<file path="src/rtl/l2_cache_assoc_control.sv">
// l2_cache_assoc_control: control FSM for an N-way set-associative, write-back,
// write-allocate L2 cache. Owns per-set tree pseudo-LRU state and victim selection;
// tag compare and the tag/data/valid/dirty arrays live in the datapath.
// Optional build macro L2_PERF_CNT_EN adds saturating hit/miss/write-back counters.
module l2_cache_assoc_control #(
   parameter int unsigned WAYS = 4,
   parameter int unsigned SETS = 8
) (
   input  logic                     clk,
   input  logic                     rst,
   input  logic                     mem_read,
   input  logic                     mem_write,
   output logic                     mem_resp,
   input  logic [$clog2(SETS)-1:0]  set_idx,
   input  logic [WAYS-1:0]          hit_vec,
   input  logic [WAYS-1:0]          valid_vec,
   input  logic [WAYS-1:0]          dirty_vec,
   input  logic                     pmem_resp,
   output logic                     pmem_read,
   output logic                     pmem_write,
   output logic [WAYS-1:0]          way_sel,
   output logic                     data_write,
   output logic                     tag_write,
   output logic                     valid_in,
   output logic                     dirty_in,
   output logic                     data_in_sel,
   output logic                     pmem_addr_sel
`ifdef L2_PERF_CNT_EN
   ,
   output logic [31:0]              hit_cnt,
   output logic [31:0]              miss_cnt,
   output logic [31:0]              wb_cnt
`endif
);

   localparam int unsigned IDX_W = $clog2(SETS);
   localparam int unsigned WAY_W = $clog2(WAYS);
   localparam int unsigned NODES = WAYS - 1;

   typedef enum logic [1:0] {IDLE, WRITE_BACK, FILL} state_e;

   state_e            state_q, state_d;
   logic [WAY_W-1:0]  victim_q, victim_d;
   logic [NODES-1:0]  plru_q [SETS];
   logic              plru_upd;
   logic [WAY_W-1:0]  plru_way;
   logic              req;
   logic [WAY_W-1:0]  hit_way, inv_way, miss_way;
   logic              any_inv;
   logic [IDX_W-1:0]  set_w;

   assign req   = mem_read | mem_write;
   assign set_w = set_idx;

   // Walk the tree from the root following each node's victim pointer (0 = left).
   function automatic logic [WAY_W-1:0] plru_victim(input logic [NODES-1:0] bits);
      int unsigned n;
      logic        b;
      n = 0;
      for (int unsigned lvl = 0; lvl < WAY_W; lvl++) begin
         b = 1'b0;
         for (int unsigned k = 0; k < NODES; k++)
            if (k == n) b = bits[k];
         n = b ? (2 * n + 2) : (2 * n + 1);
      end
      return WAY_W'(n - NODES);
   endfunction

   // Climb from the accessed leaf to the root, pointing every node away from it.
   function automatic logic [NODES-1:0] plru_touch(input logic [NODES-1:0] bits,
                                                   input logic [WAY_W-1:0] way);
      logic [NODES-1:0] r;
      int unsigned      c, p;
      r = bits;
      c = 32'(way) + NODES;
      for (int unsigned lvl = 0; lvl < WAY_W; lvl++) begin
         p = (c - 1) / 2;
         for (int unsigned k = 0; k < NODES; k++)
            if (k == p) r[k] = c[0];
         c = p;
      end
      return r;
   endfunction

   // Encode hit way and pick the miss victim (lowest invalid way, else PLRU).
   always_comb begin
      hit_way = '0;
      inv_way = '0;
      any_inv = 1'b0;
      for (int unsigned k = WAYS; k > 0; k--) begin
         if (hit_vec[k-1]) hit_way = WAY_W'(k - 1);
         if (!valid_vec[k-1]) begin
            inv_way = WAY_W'(k - 1);
            any_inv = 1'b1;
         end
      end
      miss_way = any_inv ? inv_way : plru_victim(plru_q[set_w]);
   end

   // Next-state and output decode; every output forced low while reset is asserted.
   always_comb begin
      state_d       = state_q;
      victim_d      = victim_q;
      plru_upd      = 1'b0;
      plru_way      = victim_q;
      mem_resp      = 1'b0;
      pmem_read     = 1'b0;
      pmem_write    = 1'b0;
      way_sel       = '0;
      data_write    = 1'b0;
      tag_write     = 1'b0;
      valid_in      = 1'b0;
      dirty_in      = 1'b0;
      data_in_sel   = 1'b0;
      pmem_addr_sel = 1'b0;
      case (state_q)
         IDLE: begin
            if (req) begin
               if (|hit_vec) begin
                  mem_resp = 1'b1;
                  way_sel  = hit_vec;
                  plru_upd = 1'b1;
                  plru_way = hit_way;
                  if (mem_write) begin
                     data_write = 1'b1;
                     dirty_in   = 1'b1;
                  end
               end else begin
                  victim_d = miss_way;
                  state_d  = (valid_vec[miss_way] & dirty_vec[miss_way]) ? WRITE_BACK : FILL;
               end
            end
         end
         WRITE_BACK: begin
            pmem_write    = 1'b1;
            pmem_addr_sel = 1'b1;
            way_sel       = WAYS'(1) << victim_q;
            if (pmem_resp) state_d = FILL;
         end
         FILL: begin
            pmem_read = 1'b1;
            if (pmem_resp) begin
               way_sel     = WAYS'(1) << victim_q;
               data_write  = 1'b1;
               tag_write   = 1'b1;
               valid_in    = 1'b1;
               data_in_sel = 1'b1;
               plru_upd    = 1'b1;
               state_d     = IDLE;
            end
         end
         default: state_d = IDLE;
      endcase
      if (rst) begin
         plru_upd      = 1'b0;
         mem_resp      = 1'b0;
         pmem_read     = 1'b0;
         pmem_write    = 1'b0;
         way_sel       = '0;
         data_write    = 1'b0;
         tag_write     = 1'b0;
         valid_in      = 1'b0;
         dirty_in      = 1'b0;
         data_in_sel   = 1'b0;
         pmem_addr_sel = 1'b0;
      end
   end

   // State and latched victim registers.
   always_ff @(posedge clk or posedge rst) begin
      if (rst) begin
         state_q  <= IDLE;
         victim_q <= '0;
      end else begin
         state_q  <= state_d;
         victim_q <= victim_d;
      end
   end

   // Per-set PLRU tree bits, updated on hit and on fill completion.
   always_ff @(posedge clk or posedge rst) begin
      if (rst) begin
         for (int unsigned s = 0; s < SETS; s++) plru_q[s] <= '0;
      end else if (plru_upd) begin
         plru_q[set_w] <= plru_touch(plru_q[set_w], plru_way);
      end
   end

`ifdef L2_PERF_CNT_EN
   logic        hit_ev, miss_ev, wb_ev;
   logic [31:0] hit_cnt_q, miss_cnt_q, wb_cnt_q;

   assign hit_ev   = (state_q == IDLE) & req & (|hit_vec);
   assign miss_ev  = (state_q == IDLE) & req & ~(|hit_vec);
   assign wb_ev    = (state_q == WRITE_BACK) & pmem_resp;
   assign hit_cnt  = hit_cnt_q;
   assign miss_cnt = miss_cnt_q;
   assign wb_cnt   = wb_cnt_q;

   // Saturating event counters.
   always_ff @(posedge clk or posedge rst) begin
      if (rst) begin
         hit_cnt_q  <= '0;
         miss_cnt_q <= '0;
         wb_cnt_q   <= '0;
      end else begin
         if (hit_ev  && hit_cnt_q  != '1) hit_cnt_q  <= hit_cnt_q  + 32'd1;
         if (miss_ev && miss_cnt_q != '1) miss_cnt_q <= miss_cnt_q + 32'd1;
         if (wb_ev   && wb_cnt_q   != '1) wb_cnt_q   <= wb_cnt_q   + 32'd1;
      end
   end
`endif

endmodule

</file>
<file path="config.mk">
export PLATFORM = sky130hd
export DESIGN_NAME = l2_cache_assoc_control
export DESIGN_NICKNAME = d
export VERILOG_FILES = /design/src/rtl/l2_cache_assoc_control.sv
export SDC_FILE = /design/constraint.sdc
export NUM_CORES = 1
export LEC_CHECK = 0
export ABC_AREA = 1
export BUFFER_PORTS_ARGS = -buffer_cell sky130_fd_sc_hd__buf_2
export CAP_MARGIN = 20
export CORE_MARGIN = 2
export CORE_UTILIZATION = 29
export CTS_CLUSTER_SIZE = 8
export DETAILED_ROUTE_END_ITERATION = 16
export GPL_ROUTABILITY_DRIVEN = 0
export GPL_TIMING_DRIVEN = 0
export SYNTH_ARGS = -nofsm -noshare
export SYNTH_HDL_FRONTEND = slang
export SYNTH_SLANG_ARGS = --single-unit
</file>
<file path="constraint.sdc">
create_clock -name clk -period 3.13 [get_ports clk]
set_input_delay 0 -clock clk [delete_from_list [all_inputs] [get_ports clk]]
set_output_delay 0 -clock clk [all_outputs]
set_load 0.02 [all_outputs]
</file>
After elaboration in Yosys (flattened, before gate mapping)
Index checks and enable logic that the tools add are counted.
{"block": "word_totals", "register_bits": 28, "input_bits": 20, "wordCells": 115}
{"block": "op_classes", "n_addsub": 6, "n_lt_le_gt_ge": 3, "n_eq_ne": 12, "shift": 1, "mux": 71, "n_bitwise": 4, "reduce_logical": 8}
{"cell": "32-bit logical NOT", "n": 3}
{"cell": "1-bit by 31-bit == test with 1-bit output, first input constant", "n": 2}
{"cell": "2-bit by 31-bit == test with 1-bit output, first input constant", "n": 2}
{"cell": "2-bit 2-to-1 mux", "n": 19}
{"cell": "1-bit 2-to-1 mux", "n": 36}
{"cell": "31-bit by 1-bit subtractor with 32-bit output, second input constant", "n": 1}
{"cell": "24-bit bitwise mux", "n": 1}
{"cell": "4-bit 2-to-1 mux", "n": 4}
{"cell": "4-bit case mux with 3 select lines", "n": 1}
{"cell": "3-bit binary-select mux with 3-bit select", "n": 1}
{"cell": "3-bit demux with 3-bit select", "n": 1}
{"cell": "3-bit 2-to-1 mux", "n": 3}
{"cell": "2-bit inequality test, second input constant", "n": 4}
{"cell": "2-bit case mux with 3 select lines", "n": 1}
{"cell": "1-bit binary-select mux with 2-bit select", "n": 2}
{"cell": "4-bit greater-or-equal comparator, second input constant", "n": 1}
{"cell": "4-bit by 1-bit less-than comparator with 1-bit output, second input constant", "n": 1}
{"cell": "3-bit NOT with 4-bit output", "n": 1}
{"cell": "1-bit case mux with 2 select lines", "n": 2}
{"cell": "4-bit AND reduction", "n": 1}
{"cell": "4-bit OR reduction", "n": 1}
{"cell": "1-bit by 2-bit << shifter with 4-bit output, first input constant", "n": 1}
{"cell": "3-bit by 1-bit subtractor with 4-bit output, second input constant", "n": 1}
{"cell": "2-bit by 2-bit adder with 3-bit output, second input constant", "n": 1}
{"cell": "14 further kinds", "n": 14}

Longest topological paths before layout
Gate-level depths: netlist of run 1.
{"block": "depth", "ltp_word": 19, "depth_mapped": 20, "ltp_nobuf": 20}

Worst setup path before layout of run 1
No wires, ideal clock.
{"block": "synth_timing", "kind": "reg-to-reg", "startpoint": "reg state_q[1]", "endpoint": "reg plru_q[6] (netlist name)", "setup_ps": 124, "arrival_time_ps": 2894, "required_time_ps": 3006, "setup_slack_ps": 111, "stages_incl_launch_ff": 20, "path_cell_list": "dfrtp_1 -> nor2_2 -> o21ai_2 -> nor2_2 -> o21a_1 -> inv_1 -> ha_1 -> inv_1 -> nand2_1 -> nand2_2 -> inv_1 -> ha_1 -> inv_1 -> ha_1 -> nor2_1 -> nand3_1 -> nor3_1 -> nor2_1 -> a21oi_4 -> o21ai_1"}
{"block": "synth_via", "elab_chain_len": 9, "word_cells_on_any_way": 14, "cone_classes": "3 x add/sub; 1 x eq/ne; 7 x mux; 3 x reduce/logical"}
{"item": "start: declaration", "line_no": "42", "source": "state_e state_q, state_d;"}
{"item": "start signal: assignment", "line_no": "175", "source": "state_q <= state_d;"}
{"item": "2-bit logical NOT", "line_no": "116", "source": "case (state_q)"}
{"item": "2-bit 2-to-1 mux", "line_no": "116"}
{"item": "2-bit by 2-bit adder with 3-bit output", "line_no": "75", "source": "c = 32'(way) + NODES;"}
{"item": "3-bit by 1-bit subtractor with 4-bit output", "line_no": "77", "source": "p = (c - 1) / 2;"}
{"item": "31-bit by 1-bit subtractor with 32-bit output / 32-bit logical NOT (equally long branches)", "line_no": "77, 79"}
{"item": "32-bit logical NOT / 1-bit 2-to-1 mux (equally long branches)", "line_no": "79", "source": "if (k == p) r[k] = c[0];"}
{"item": "1-bit 2-to-1 mux", "line_no": "79"}
{"item": "1-bit 2-to-1 mux", "line_no": "184", "source": "end else if (plru_upd) begin"}
{"item": "24-bit bitwise mux", "line_no": "185", "source": "plru_q[set_w] <= plru_touch(plru_q[set_w], plru_way);"}
{"item": "end signal: indexed assignment", "line_no": "185"}
{"item": "end: declaration", "line_no": "44", "source": "logic [NODES-1:0] plru_q [SETS];"}
Several ways; a longest one is shown, not always the timed one. The select of a mux whose other input is x is not followed.
A chain may end at the register's enable or synchronous reset.

Final worst setup path of run 1
{"block": "layout_timing", "startpoint": "reg state_q[0]", "endpoint": "reg plru_q[9] (netlist name)"}
The elaborated chain is that of the path after synthesis.

==> results of run 1 <==
==> power breakdown <==
part / internal [mW] / switching (mW)
clock: 0.0866 / 0.110
combinational: 0.532 / 0.736
sequential: 0.518 / 0.0971
total: 1.14 / 0.943
==> what timing repair did <==
action	in CTS	in global routing
pin swaps	4	3
gates resized for setup	5	4
cloned	0	0
buffers inserted	7	4
endpoints found under the hold margin	0	0
hold buffers	0	0
endpoints found under the setup margin	8	8
==> worst max-delay path by stage <==
| stage | start | to | slack, ps | cells after the start |
|---|---|---|---|---|
| 3_3_place_gp | state_q[1] | plru_q[9] | -200 | 19 |
| 2_1_floorplan | state_q[1] | plru_q[6] | 110 | 19 |
| 4_1_cts | state_q[0] | plru_q[3] | 10 | 19 |
| 3_5_place_dp | state_q[1] | plru_q[12] | -280 | 19 |
| 6_report | state_q[0] | plru_q[9] | 190 | 21 |
| 5_1_grt | state_q[0] | plru_q[3] | -40 | 21 |
==> critical path, cell delays in order, from the launching register on <==
cell,delay [ps]
dfrtp_1,420
nor2_4,150
o21ai_4,100
inv_2,100
nand2_1,70
o21a_1,130
inv_2,110
ha_4,210
inv_1,60
nand2_1,70
nand2_2,80
inv_1,40
ha_1,180
inv_1,50
ha_1,210
nor2_1,100
nand3_1,110
nor3_4,210
nor2_2,80
a21oi_4,130
buf_12,140
o21ai_1,60
==> sequential cells by signal (all words and copies together) (netlist names) <==
register,flops
plru_q,24
state_q,2
victim_q,2
==> logic make-up (layout without fill, tap and decap cells) <==
kind of cell,count (synthesis),after routing,synth area share [%]
adder cells (fa/ha/maj),6,6,3.822
XOR/XNOR,2,2,0.8919
flip-flops,28,28,35.67
AND/OR/NAND/NOR,146,146,33.57
buffers and inverters,62,109,13.18
AO/OA/AOI/OAI,43,43,12.87
==> cells in the mapped netlist (all sizes together) <==
master	number
nand2	97
inv	56
o21ai	29
dfrtp	28
nor2	27
nand3	20
a21oi	8
ha	6
buf	5
o211ai	3
nor3	2
a31oi	1
clkbuf	1
o21a	1
o22ai	1
xnor2	1
xor2	1
==> stage by stage <==
stage	worst slack, ps	std cells
2_1_floorplan	111.1	287
6_report	191.2	411
5_1_grt	-36.38	411
4_1_cts	9.704	406
3_5_place_dp	-281.1	396
3_3_place_gp	-202.1	396
==> layout make-up <==
class | count | area share, %
multi-input combinational | 197 | 43.57
sequential | 28 | 28.91
timing repair buffer | 44 | 11.15
inverter | 56 | 8.673
tap | 77 | 3.975
buffer | 6 | 2.013
clock buffer | 3 | 1.704
==> per-layer routing <==
layer  GRT usage [%]  wire length [um]  vias to the layer above
met5               0                 0                        -
met4           4.545                70                        0
met3          0.5714                56                        5
met2           20.65              2169                       14
met1           16.46              2118                      858
li1                -                 -                      974
==> results.md, run 1 <==
* First-pass GRT wire length at 7410 um
* Post-layout util at 37.52%
* DR vias at 1851
* Fin crit period at 2939 ps
* Initial Util at 30.41%
* Synth area leader: dfrtp_1
* Die footprint at 7448 um2
* PortBufs at 32
* Yosys warns at 0
* Hold endpoint: state_q[0]
* Total power at 2.079 mW
* R2r endpoint: plru_q[9]
* Clock latency on the worst-skew pair at 280 ps
* Fmax at 340.3 MHz
* Seq cells post-synth at 28
* Syn nets at 313
* Root buf cell: clkbuf_8
* # IOs at 33
* Area Overhead vs Synth at 23.38%
* Register area at 700.7 um2
* Global route overflow at 0
* Kind of critical path: register to register
* Skew final at 6.567 ps
* DRC errors left at 0
* Chip width at 86.30 um
* Worst vdd ir at 0.2412 mV
* Via/cell ratio at 4.504
* Layout cells sized above 1 at 25.45%
* Setup tns final at 0 ps
* Worst hold start: pmem_resp
* Slew @ Worst Pin at 738.6 ps
* Critical R2R Launch: state_q[0]
* Netlist cell types at 28
* Number of CTS-inserted buffers at 3
* Crit. End Element: register
* WP data required at 3290 ps
* Post-synthesis sequential area ratio at 35.67%
* Largest net degree at the start of global routing at 29
* Multi-input logic area at 1056 um2
* Wire per inst at 10.74 um
* CTS tree: built
* Initial antenna violation count at 0
* Max Root-Sink Buffers at 2
* Final Max Slew Viols at 0
* Tcrit/Tclk final at 93.89%
* Post-Syn Area per Cell at 6.845 um2
* GRT Util Overall at 12.16%
* Initial DRT Pass Iterations at 4
* Data arrival, critical path at 3100 ps
* Largest fanout on the critical path at 8
* Final hold slack at 21.83 ps
* Crit start category: register
* Post-synth top area share at 35.67%
* Hold Path Stages at 4
* Most frequent cells in the layout: nand2_1 (92), inv_1 (48), buf_2 (32)
* Mapped cell area at 1964 um2
* Initial DRC count at 108
* Area contributors post-synth: dfrtp_1 (36%), nand2_1 (18%), inv_1 (9.4%), nand3_1 (4.6%), ha_1 (3.8%)
* Final setup fails at 0
* Dpl cell area at 2221 um2
* Final-report hold violation count at 0
* Commonest non-fill, non-tap cell in the layout: nand2_1
* Core area at 6459 um2
* DP HPWL at 3311 um
* Post-route ant nets at 0
* Worst R2R Path Depth at 21
* Slew headroom at 50.43%
* Hold WC Path Type: input port to register
* Cell Pwr Density at 857.7 nW/um2
* Nets at 362
* Worst R2R Setup Slack at 190 ps
* Final Cell Area at 2424 um2
* Post-Syn Instances at 287
* H-tree depth at 1
* Max-cap violations at 0
* Row count at 29
* Status: completed
* Ant. Diodes at 0
* Sink Count at 28
* WL final at 4415 um
* Vias in the first global route at 1677
* Fill count at 700
* Clock transition at the registers of the reported paths at 90 ps
* LEAKAGE at 1.303 nW
* Vert. Die Dim at 86.30 um
Note: power is estimated with default switching activity, not from simulation.
==> run 2, diff against run 1 <==
==> constraint.sdc (replaced) <==
create_clock -name clk -period 3.55 [get_ports clk]
set_input_delay 0 -clock clk [delete_from_list [all_inputs] [get_ports clk]]
set_output_delay 0 -clock clk [all_outputs]
set_load 0.02 [all_outputs]
==> run 2 against run 1 <==
Net effect: final area decreased by 5.8%; setup slack improved by 110 ps; combinational power down 29%; register-to-register slack better by 110 ps; sequential share of layout area grew 1.8 points; non-clock buffer count decreased by 11; final cell count decreased by 2.7%; global-route usage down 0.26 points; critical path depth down 2; worst hold slack better by 7.2 ps; critical path type unchanged; largest power group unchanged.
==> results.md, run 2 (same netlist as run 1, synthesis figures left out) <==
* Clock transition at the registers of the reported paths at 90 ps (about the same)
* Critical path's top delay family: simple AND/OR/NAND/NOR gates
* Commonest non-fill, non-tap cell in the layout: nand2_1
* Core area at 6459 um2 (unchanged)
* Vert. Die Dim at 86.30 um (unchanged)
* Initial DRT Pass Iterations at 4 (unchanged)
* Ant. Diodes at 0 (unchanged)
* Final-report hold violation count at 0 (unchanged)
* Fin crit period at 3250 ps (+311.1 ps)
* Skew final at 1.814 ps (-4.753 ps)
* LEAKAGE at 1.239 nW (-4.9%)
* Sink Count at 28 (unchanged)
* DP HPWL at 3311 um (unchanged)
* # IOs at 33 (unchanged)
* Worst path max stage delay at 420 ps (about the same)
* Tcrit/Tclk final at 91.55% (-2.3 points)
* Worst vdd ir at 0.2068 mV (-14%)
* Wire per inst at 10.59 um (-1.4%)
* Final Max Slew Viols at 0 (unchanged)
* Fill count at 715 (+2.1%)
* Chip width at 86.30 um (unchanged)
* Final setup fails at 0 (unchanged)
* Initial Util at 30.41% (unchanged)
* Hold WC Path Type: input port to register
* Largest regs: plru_q (24), state_q (2), victim_q (2)
* DR vias at 1785 (-3.6%)
* Largest register FFs at 24 (unchanged)
* Max Root-Sink Buffers at 2 (unchanged)
* Die footprint at 7448 um2 (unchanged)
* Initial antenna violation count at 0 (unchanged)
* Crit start category: register
* GRT Util Overall at 11.90% (-0.26 points)
* Cts hold-fix bufs at 0 (unchanged)
* Cell Pwr Density at 704.8 nW/um2 (-18%)
* Status: completed
* Post-layout util at 35.34% (-2.2 points)
* Fmax at 307.7 MHz (-9.6%)
* Cell repeated most along the worst path: inv_1
* CP Cell Sequence: nor2_2 -> o21ai_2 -> nor2_2 -> o21a_1 -> inv_1 -> ha_1 -> inv_1 -> nand2_1 -> nand2_2 -> inv_1 -> ha_1 -> inv_1 -> ha_1 -> nor2_1 -> nand3_1 -> nor3_2 -> nor2_1 -> a21oi_4 -> o21ai_1
* Data arrival, critical path at 3410 ps (+310 ps)
* Largest fanout on the critical path at 8 (unchanged)
* Setup tns final at 0 ps (unchanged)
* Largest register by flop count: plru_q
* Number of CTS-inserted buffers at 3 (unchanged)
* Worst path slowest cell: dfrtp_1
* Global route overflow at 0 (unchanged)
* Area Overhead vs Synth at 16.18%
* Slew headroom at 52.33% (+1.9 points)
* Nets at 351 (-3.0%)
* First-pass GRT wire length at 7245 um (-2.2%)
* Slew @ Worst Pin at 710.3 ps (-28.24 ps)
* WL final at 4235 um (-4.1%)
* PortBufs at 32 (unchanged)
* Kind of critical path: register to register
* Most frequent cells in the layout: nand2_1 (92), inv_1 (49), buf_2 (32)
* H-tree depth at 1 (unchanged)
* Crit. End Element: register
* Layout cells sized above 1 at 21.98% (-3.5 points)
* Largest net degree at the start of global routing at 29 (unchanged)
* Root buf cell: clkbuf_8
* Row count at 29 (unchanged)
* Vias in the first global route at 1643 (-2.0%)
* RSZ-0062 raised after global routing: false
* Clock latency on the worst-skew pair at 270 ps (about the same)
* Initial DRC count at 104 (-3.7%)
* Via/cell ratio at 4.463 (-0.91%)
* Max-cap violations at 0 (unchanged)
* CP bufs+invs at 4 (-2)
* DRC errors left at 0 (unchanged)
* Post-route ant nets at 0 (unchanged)
* CTS tree: built
* WP data required at 3710 ps (+420 ps)
[run 2: per-stage QoR]
step | power [mW] | setup slack [ps] | std cells | area, um2 | hold slack (ps)
3_5_place_dp | 1.441 | 138.9 | 396 | 2221 | 316.3
3_3_place_gp | 1.422 | 217.9 | 396 | 2221 | 308.9
2_1_floorplan | 1.230 | 531.1 | 287 | 1964 | 61.84
5_1_grt | 1.812 | 2.929 | 400 | 2282 | 36.88
4_1_cts | 1.615 | 119.9 | 399 | 2262 | 29.53
6_report | 1.608 | 300.1 | 400 | 2282 | 29.05
[run 2: timing repair]
item	4_1_cts	5_1_grt
setup buffers	0	0
hold endpoints to repair	0	0
resized for setup	0	1
endpoints found under the setup margin	0	8
[run 2: per-layer routing]
layer / GRT usage [%] / vias up / part of all wire [%]
met3: 0.5714 / 5 / 0.92
met5: 0 / - / 0
met4: 4.545 / 0 / 1.6
met1: 16.03 / 819 / 49
li1: - / 951 / -
met2: 20.23 / 10 / 48
[run 2: path summary, 6_finish.rpt]
check                                start           to  slack (ps)  depth (start not counted)
worst max register to register  state_q[1]    plru_q[0]         300                         19
worst min-delay path             pmem_resp   state_q[0]          30                          4
worst max-delay path            state_q[1]    plru_q[0]         300                         19
worst min register to register  plru_q[11]   plru_q[11]         490                          2
min in group asynchronous              rst  victim_q[1]         110                          3
max in group asynchronous              rst   plru_q[16]        2940                          4
[run 2: area by class of cell]
cell class,instances,area (um2),area share [%]
multi-input combinational,197,1010,44.24
sequential,28,700.7,30.70
inverter,56,210.2,9.211
timing repair buffer,33,175.2,7.675
tap,77,96.34,4.221
buffer,6,48.80,2.138
clock buffer,3,41.29,1.809
[run 2: tightest hold or removal path: stages]
cell	delay (ps)
buf_2	80
inv_1	70
nand2_1	70
nand2_1	50
[run 2: where the power goes]
part	leakage (nW)	switching (mW)	internal, mW
clock network	0.0216	0.0927	0.0762
logic	0.860	0.579	0.323
registers	0.358	0.0812	0.457
total	1.24	0.753	0.856
==> run 3, diff against run 2 <==
--- a/config.mk
+++ b/config.mk
@@ -14,6 +14,7 @@
 export DETAILED_ROUTE_END_ITERATION = 16
 export GPL_ROUTABILITY_DRIVEN = 0
 export GPL_TIMING_DRIVEN = 0
+export HOLD_SLACK_MARGIN = 0.1
 export SYNTH_ARGS = -nofsm -noshare
 export SYNTH_HDL_FRONTEND = slang
 export SYNTH_SLANG_ARGS = --single-unit
==> run 3 against run 2 <==
Net effect: final cell count is 0.25% higher; register-to-register slack hardly changed; total power is 0.35% higher; global-route usage is 0.080 points higher; die area stayed put; sequential power hardly changed.
==> results.md, run 3 (same netlist as run 1, synthesis figures left out) <==
* Fmax at 307.2 MHz (-0.16%)
* DR vias at 1800 (+0.84%)
* # IOs at 33 (unchanged)
* Final Max Slew Viols at 0 (unchanged)
* Initial antenna violation count at 0 (unchanged)
* Area Overhead vs Synth at 16.69%
* Final setup fails at 0 (unchanged)
* Status: completed
* DP HPWL at 3311 um (unchanged)
* WP data required at 3710 ps (about the same)
* Vias in the first global route at 1655 (+0.73%)
* First-pass GRT wire length at 7286 um (+0.57%)
* Critical R2R Launch: state_q[1]
* Crit start category: register
* Setup tns final at 0 ps (unchanged)
* Sink Count at 28 (unchanged)
* Fin crit period at 3255 ps (+5.127 ps)
* Largest regs: plru_q (24), state_q (2), victim_q (2)
* Largest fanout on the critical path at 8 (unchanged)
* Largest register FFs at 24 (unchanged)
* Ant. Diodes at 0 (unchanged)
* Global route overflow at 0 (unchanged)
* Largest register by flop count: plru_q
* Slew headroom at 50.34% (-2.0 points)
* Crit. End Element: register
* Hold WC Path Type: input port to asynchronous set/reset pin
* Max Root-Sink Buffers at 2 (unchanged)
* Final Cell Area at 2292 um2 (+0.44%)
* Clock latency on the worst-skew pair at 280 ps (about the same)
* Die footprint at 7448 um2 (unchanged)
* Core area at 6459 um2 (unchanged)
* Worst R2R Setup Slack at 300 ps (about the same)
* LEAKAGE at 1.244 nW (+0.34%)
* CTS tree: built
* Vert. Die Dim at 86.30 um (unchanged)
* Nets at 352 (+0.28%)
* PortBufs at 32 (unchanged)
* Layout cells sized above 1 at 21.91% (-0.068 points)
* Most frequent cells in the layout: nand2_1 (92), inv_1 (49), buf_2 (32)
* Slew @ Worst Pin at 740.0 ps (+29.65 ps)
* Via/cell ratio at 4.489 (+0.59%)
* Root buf cell: clkbuf_8
* Kind of critical path: register to register
* Commonest non-fill, non-tap cell in the layout: nand2_1
* Skew final at 3.997 ps (+2.183 ps)
* Cell Pwr Density at 704.2 nW/um2 (about the same)
* Initial DRT Pass Iterations at 4 (unchanged)
* Largest net degree at the start of global routing at 29 (unchanged)
* Dpl cell area at 2221 um2 (unchanged)
* R2r endpoint: plru_q[9]
* Fill count at 714 (-0.14%)
* Final-report hold violation count at 0 (unchanged)
* Chip width at 86.30 um (unchanged)
* Worst vdd ir at 0.2069 mV (about the same)
* Final worst setup slack at 295.0 ps (-5.127 ps)
* Register area at 700.7 um2 (unchanged)
* Tcrit/Tclk final at 91.69% (+0.14 points)
* Initial DRC count at 118 (+13%)
* Post-route ant nets at 0 (unchanged)
* Number of CTS-inserted buffers at 3 (unchanged)
* Wire per inst at 10.58 um (-0.11%)
* Row count at 29 (unchanged)
* Max-cap violations at 0 (unchanged)
* Multi-input logic area at 1010 um2 (unchanged)
* H-tree depth at 1 (unchanged)
* Data arrival, critical path at 3420 ps (about the same)
* WL final at 4241 um (+0.14%)
* GRT Util Overall at 11.98% (+0.080 points)
* Initial Util at 30.41% (unchanged)
* RSZ-0062 raised after global routing: false
* DRC errors left at 0 (unchanged)
* Worst R2R Path Depth at 19 (unchanged)
* Clock transition at the registers of the reported paths at 90 ps (about the same)
* Pre-CTS WS at 138.9 ps (unchanged)
## run 3: routing by layer
layer | up-vias | wire length, um | part of all wire [%] | GRT usage (%)
li1 | 954 | - | - | -
met1 | 825 | 2049 | 48 | 15.97
met3 | 5 | 51 | 1.2 | 0.6667
met4 | 0 | 70 | 1.7 | 4.545
met5 | - | 0 | 0 | 0
met2 | 16 | 2068 | 49 | 20.51
## run 3: per-stage QoR
stage	utilization, %	hold WS [ps]	power [mW]	std cells
6_report	35.49	99.93	1.614	401
5_1_grt	35.49	157.8	1.813	401
4_1_cts	35.18	128.9	1.616	400
3_5_place_dp	34.39	316.3	1.441	396
3_3_place_gp	34.39	308.9	1.422	396
2_1_floorplan	-	61.84	1.230	287
## run 3: area by class of cell
| class | count | area share [%] |
|---|---|---|
| multi-input cells | 197 | 44.05 |
| repair buffers | 34 | 8.079 |
| inverters | 56 | 9.170 |
| flip-flops and latches | 28 | 30.57 |
| plain buffers | 6 | 2.129 |
| clock buffers | 3 | 1.801 |
| well taps | 77 | 4.203 |
## run 3: how the worst max path moves through the flow
| stage | endpoint | slack (ps) | cells after the start | start |
|---|---|---|---|---|
| final | plru_q[9] | 300 | 19 | state_q[1] |
| after floorplan | plru_q[6] | 530 | 19 | state_q[1] |
| after CTS | plru_q[3] | 120 | 19 | state_q[1] |
| after global routing | plru_q[3] | 3 | 19 | state_q[1] |
| after detailed placement | plru_q[12] | 140 | 19 | state_q[1] |
| after global placement | plru_q[9] | 220 | 19 | state_q[1] |
## run 3: repair_timing
item / in CTS / in global routing
hold buffers: 1 / 0
endpoints found under the hold margin: 1 / 0
setup buffers: 0 / 0
setup endpoints to repair: 0 / 8
resized for setup: 0 / 1
## run 3: report_power, final
group	internal [mW]	switching (mW)
registers	0.456	0.0812
logic	0.324	0.580
clock network	0.0764	0.0969
total	0.856	0.758
## run 3: worst max-delay path, stage by stage, from the launching register on
cell     delay, ps
dfrtp_1        420
nor2_2         170
o21ai_2        110
nor2_2         190
o21a_1         170
inv_1          100
ha_1           300
inv_1           70
nand2_1         70
nand2_2        100
inv_1           60
ha_1           180
inv_1           50
ha_1           210
nor2_1         110
nand3_1         90
nor3_2         230
nor2_1         120
a21oi_4        280
o21ai_1        100
